===== src/rtl/input_filter_ctrl.sv =====
// Per-channel synchronizer mode control and programmable glitch filter with rise/fall event pulses.
// Optional sticky interrupt status is enabled by defining FILTER_IRQ_EN.
module input_filter_ctrl #(
   parameter int               NUM_CH  = 4,
   parameter int               CNT_W   = 8,
   parameter logic [CNT_W-1:0] DEF_LEN = CNT_W'(3),
   localparam int              CH_W    = (NUM_CH > 1) ? $clog2(NUM_CH) : 1
) (
   input  logic              clk_i,
   input  logic              rst_i,
   input  logic [NUM_CH-1:0] sync_data_i,
   output logic [NUM_CH-1:0] wd_rst_o,
   input  logic              cfg_we_i,
   input  logic [CH_W-1:0]   cfg_ch_i,
   input  logic              cfg_mode_i,
   input  logic [CNT_W-1:0]  cfg_len_i,
   output logic [NUM_CH-1:0] filt_data_o,
   output logic [NUM_CH-1:0] rise_o,
   output logic [NUM_CH-1:0] fall_o,
   input  logic [NUM_CH-1:0] irq_clr_i,
   output logic [NUM_CH-1:0] irq_status_o,
   output logic              irq_o
);

   typedef enum logic [1:0] {
      ST_STABLE,
      ST_COUNT,
      ST_BLANK
   } state_t;

   localparam logic [CH_W:0] NUM_CH_X = (CH_W+1)'(NUM_CH);

   // Channel indices that the select field can encode but that do not exist are dropped here.
   logic cfg_valid;
   assign cfg_valid = cfg_we_i && ({1'b0, cfg_ch_i} < NUM_CH_X);

   for (genvar n = 0; n < NUM_CH; n++) begin : g_ch
      localparam logic [CH_W-1:0] CH_IDX = CH_W'(n);

      state_t           state;
      logic [CNT_W-1:0] cnt;
      logic [CNT_W-1:0] len;
      logic             filt;
      logic             rise;
      logic             fall;
      logic             wd_rst;
      logic             blank_second;
      logic             cfg_hit;
      logic             din;

      assign cfg_hit = cfg_valid && (cfg_ch_i == CH_IDX);
      assign din     = sync_data_i[n];

      // A config write pre-empts the filter, so an update that would land in the same cycle is dropped.
      always_ff @(posedge clk_i) begin
         if (rst_i) begin
            state        <= ST_STABLE;
            cnt          <= '0;
            len          <= DEF_LEN;
            filt         <= 1'b0;
            rise         <= 1'b0;
            fall         <= 1'b0;
            wd_rst       <= 1'b1;
            blank_second <= 1'b0;
         end else begin
            rise <= 1'b0;
            fall <= 1'b0;
            if (cfg_hit) begin
               len          <= cfg_len_i;
               wd_rst       <= cfg_mode_i;
               cnt          <= '0;
               blank_second <= 1'b0;
               state        <= (cfg_mode_i != wd_rst) ? ST_BLANK : ST_STABLE;
            end else begin
               case (state)
                  ST_STABLE: begin
                     cnt <= '0;
                     if (din != filt) begin
                        if (len == '0) begin
                           filt <= din;
                           rise <= din;
                           fall <= ~din;
                        end else begin
                           cnt   <= CNT_W'(1);
                           state <= ST_COUNT;
                        end
                     end
                  end
                  ST_COUNT: begin
                     if (din == filt) begin
                        cnt   <= '0;
                        state <= ST_STABLE;
                     end else if (cnt == len) begin
                        filt  <= din;
                        rise  <= din;
                        fall  <= ~din;
                        cnt   <= '0;
                        state <= ST_STABLE;
                     end else begin
                        cnt <= cnt + CNT_W'(1);
                     end
                  end
                  ST_BLANK: begin
                     cnt <= '0;
                     if (blank_second) begin
                        blank_second <= 1'b0;
                        state        <= ST_STABLE;
                     end else begin
                        blank_second <= 1'b1;
                     end
                  end
                  default: begin
                     cnt   <= '0;
                     state <= ST_STABLE;
                  end
               endcase
            end
         end
      end

      assign filt_data_o[n] = filt;
      assign rise_o[n]      = rise;
      assign fall_o[n]      = fall;
      assign wd_rst_o[n]    = wd_rst;
   end

`ifdef FILTER_IRQ_EN
   logic [NUM_CH-1:0] irq_status;
   logic              irq_q;

   // Status captures the registered event pulses; a set beats a clear arriving in the same cycle.
   always_ff @(posedge clk_i) begin
      if (rst_i) begin
         irq_status <= '0;
         irq_q      <= 1'b0;
      end else begin
         irq_status <= (irq_status & ~irq_clr_i) | rise_o | fall_o;
         irq_q      <= |irq_status;
      end
   end

   assign irq_status_o = irq_status;
   assign irq_o        = irq_q;
`else
   logic unused_irq_clr;
   assign unused_irq_clr = ^irq_clr_i;
   assign irq_status_o   = '0;
   assign irq_o          = 1'b0;
`endif

endmodule


===== config.mk =====
export PLATFORM = sky130hd
export DESIGN_NAME = input_filter_ctrl
export DESIGN_NICKNAME = d
export VERILOG_FILES = /design/src/rtl/input_filter_ctrl.sv
export SDC_FILE = /design/constraint.sdc
export NUM_CORES = 1
export LEC_CHECK = 0
export CAP_MARGIN = 25
export CELL_PAD_IN_SITES_DETAIL_PLACEMENT = 1
export CELL_PAD_IN_SITES_GLOBAL_PLACEMENT = 2
export CORE_ASPECT_RATIO = 1.25
export CORE_UTILIZATION = 35
export DETAILED_ROUTE_END_ITERATION = 8
export PLACE_DENSITY = 0.75
export SLEW_MARGIN = 20
export SYNTH_ARGS = -nofsm -noshare
export SYNTH_HDL_FRONTEND = slang
export SYNTH_SLANG_ARGS = --single-unit

===== constraint.sdc =====
create_clock -name clk_i -period 2.4 [get_ports clk_i]
set_clock_uncertainty 0.2 [all_clocks]
set_input_delay 0.36 -clock clk_i [delete_from_list [all_inputs] [get_ports clk_i]]
set_output_delay 0.36 -clock clk_i [all_outputs]
set_load 0.03 [all_outputs]

==> flow_summary_export.csv <==
group,metric,value,unit
timing,maxSlewHeadroom,61.9,%
yosys,ys.warnings.count,0,
yosys,synth_cells,476,
worst_hold_path,holdPathStages,3,
clocking,clock_sinks,92,
job,cap_violations,0,
layout,drive_above_1_share,8.73,%
layout,antenna_cells,0,
power,switching_share,23.3,%
power,power.leakage,1.96,nW
worst_setup_path,critical_path_buf_inv_count,0,
status,run_status,"finished, final reports clean",
timing,fmax,473,MHz
timing,final_max_slew_viol_count,0,
worst_setup_path,reg2regPathDepth,5,
detailed_routing,drc,0,
floorplanning,pin_count,43,
worst_setup_path,crit_slowest_cell,"a2111oi_1",
yosys,ys_seq_elements,92,
yosys,synth_area_per_cell,8.86,um^2
global_routing,grt_first_pass_wirelength,15900,um
worst_setup_path,worstPathCellList,"xor2_1 -> nor4_1 -> nand2_1 -> a2111oi_1 -> mux2i_1",
clocking,clk_pin_slew,0.07,ns
worst_setup_path,slowest_delay,0.53,ns
timing,rsz0062_at_grt,"no",
power,switching_power,0.815,mW
global_routing,grt_usage,16.2,%
detailed_routing,drt-initial-drc-count,68,
placement,placedCellCount,649,
worst_setup_path,crit_arrival,2.19,ns
timing,period_share,88.0,%
detailed_routing,post_drt_wl_per_cell,14.1,um
detailed_routing,drtAntennaViolNets,0,
yosys,netlist_area,0.00422,mm^2
yosys,synth_area_leaders,"dfxtp_1 (44%), xor2_1 (11%), nand2_1 (5.3%)",
timing,hold_viol_final,0,
layout,area_delta_synth_final,17.9,%
floorplanning,start_util,36.1,%
floorplanning,die_w,100,um
power,max-vdd-ir-drop,0.354,mV
worst_setup_path,cp.required,2.47,ns
yosys,yosys.area.top_type,"dfxtp_1",
layout,final_nets,525,
timing,min_period,2.11,ns
power,power.density,704,mW/mm^2
clocking,clk_latency,0.34,ns
clocking,post-cts-setup-buffer-count,0,
yosys,yosysTopAreaCellShare,43.7,%
worst_setup_path,path_depth,5,
global_routing,antenna_found_initial,0,
detailed_routing,via_count,3195,
clocking,cts_tree,"done",
detailed_routing,wirelength,9400,um
power,intPower,2.69,mW
power,comb_power_share,8.9,%
yosys,seq_area_frac_synth,43.7,%
timing,setup_violations,0,
floorplanning,num_rows,44,
timing,worst_pin_slew,0.567,ns
placement,port_buffers,33,
global_routing,grt_max_degree,28,
clocking,cts-htree-levels,3,
floorplanning,fp.coreArea,0.0117,mm^2
clocking,cts_resized,0,
detailed_routing,first_pass_iters,4,
worst_setup_path,worstSetupPathType,"reg2reg",
timing,fin_tns_setup,0,ns
worst_hold_path,hold_path.class,"in2reg",
yosys,ys.flop_type,"dfxtp_1",
placement,gp_congestion,0.721,
clocking,cts_hold_buf,0,
global_routing,grt-ovfl-total,0,
placement,dp_hpwl,7020,um
worst_setup_path,critPathMaxFanout,3,
yosys,synth-edff-count,0,
clocking,numCtsBuffers,9,
clocking,clk_path_buf_depth,2,
yosys,yosys.cell_types.count,37,
global_routing,grt_pass1_vias,3338,
worst_setup_path,startpoint_type,"flip-flop",
detailed_routing,routed_via_density,4.80,
floorplanning,dieArea,0.0125,mm^2
worst_setup_path,end_kind,"flip-flop",
worst_setup_path,cp_top_family,"simple AND/OR/NAND/NOR gates",
floorplanning,die_h,125,um
power,power.share.sequential,46.5,%
clocking,root_buffer,"clkbuf_16",
yosys,async_flop_share,0,%
power,clkPwrFrac,44.6,%
layout,instances_no_fill,665,
-- kinds of logic (layout without fill, tap and decap cells) --
| logic type | Yosys count | in the layout | synth area share [%] |
|---|---|---|---|
| xor gates and xnor gates | 68 | 68 | 14.1 |
| AOI/OAI and AO/OA | 37 | 37 | 5.46 |
| buffers and inverters | 46 | 70 | 6.05 |
| and+or+nand+nor | 218 | 218 | 27.0 |
| other | 1 | 5 | 0.0889 |
| DFF | 92 | 92 | 43.7 |
| muxes | 10 | 10 | 2.37 |
| adders and majority gates | 4 | 4 | 1.19 |
-- registers in the layout, indices dropped and copies added, names as in the netlist --
name,flops
g_ch.len,32
g_ch.wd_rst,4
g_ch.state,8
g_ch.rise,4
g_ch.blank_second,4
g_ch.cnt,32
g_ch.fall,4
g_ch.filt,4
-- metal layers --
layer,GRT usage [%],part of all wire (%),vias to the layer above
li1,-,-,1614
met1,19.8,45,1542
met2,28.4,52,27
met3,1.85,1.5,12
met4,6.91,1.8,0
met5,0,0,-
-- cell usage in the layout (no fill, tap or decap), types with 2 or more instances in the layout --
cell             netlist  routed
inv_1                 10      10
a31oi_1                6       6
xnor2_1               16      16
nand3b_1              10      10
or2_2                  2       2
nor2_1                53      53
and2_2                 2       2
bufinv_16              0       2
nor2b_1                8       8
nor3_1                 8       8
nand2_1               59      59
ha_1                   4       4
dfxtp_1               92      92
nand3_1               20      20
nor3b_1                4       4
a2111oi_1              2       2
buf_4                 21      10
nor3_2                 2       2
xor2_1                52      52
nor4_1                12      12
mux2i_1               10      10
nor3b_2                5       5
or4_4                  4       4
a211o_1                3       3
clkbuf_16              0       9
nand2b_1               9       9
conb_1                 1       5
or4_1                  5       5
a21oi_1               23      23
and3_1                11      11
clkdlybuf4s50_1        0      32
clkbuf_8               0       2
-- worst register-to-register path, cell delays in order, from the launching register on --
cell       delay [ns]
dfxtp_1          0.33
xor2_1           0.16
nor4_1           0.42
nand2_1          0.18
a2111oi_1        0.53
mux2i_1          0.22
-- power by group through the flow --
stage / sequential [mW] / combinational (mW) / clock, mW
after floorplan: 1.65 / 0.222 / 0
after CTS: 1.63 / 0.317 / 1.62
after global routing: 1.63 / 0.345 / 1.66
after global placement: 1.66 / 0.307 / 0
final: 1.63 / 0.311 / 1.56
after detailed placement: 1.66 / 0.315 / 0
-- cell usage after synthesis, drive strengths merged, types with 2 or more instances --
master / instances
dfxtp: 92
and2: 3
nand3: 20
xnor2: 16
nand2: 59
a31oi: 6
or2: 2
nor2: 53
and3: 11
inv: 10
buf: 24
xor2: 52
nor4: 12
a211o: 3
nor3: 10
ha: 4
nor2b: 8
nor3b: 9
or4: 9
nand2b: 9
mux2i: 10
nand3b: 10
clkbuf: 12
a2111oi: 3
a21oi: 23
-- worst paths after layout --
| check | startpoint | to | slack, ns |
|---|---|---|---|
| max | g_ch[3].len[6]$_SDFFE_PP0P_ | g_ch[3].filt$_SDFFE_PP0P_ | 0.29 |
| min | rst_i | g_ch[3].cnt[0]$_SDFF_PP0_ | 0.27 |
| max reg2reg | g_ch[3].len[6]$_SDFFE_PP0P_ | g_ch[3].filt$_SDFFE_PP0P_ | 0.29 |
| min reg2reg | g_ch[3].len[7]$_SDFFE_PP0P_ | g_ch[3].len[7]$_SDFFE_PP0P_ | 0.29 |
-- cell type report --
type                       count  area [um^2]
fill                        1375         6700
multi-input combinational    342         2130
sequential                    92         1840
timing repair buffer          44          420
clock buffer                  11          253
tap                          161          201
clock inverter                 5         82.6
inverter                      10         37.5
-- through the flow --
stage | utilization [%] | power, mW | setup slack (ns) | hold slack [ns] | instance area, um^2
floorplan | - | 1.87 | 0.483 | 0.230 | 4230
global placement | 39.7 | 1.97 | 0.0438 | 0.278 | 4640
detailed placement | 39.7 | 1.98 | 0.0116 | 0.285 | 4640
CTS | 42.6 | 3.57 | 0.245 | 0.260 | 4970
global route | 42.6 | 3.64 | 0.125 | 0.291 | 4970
finish | 42.6 | 3.50 | 0.287 | 0.270 | 4970
Power figures use the tool's default switching activity.
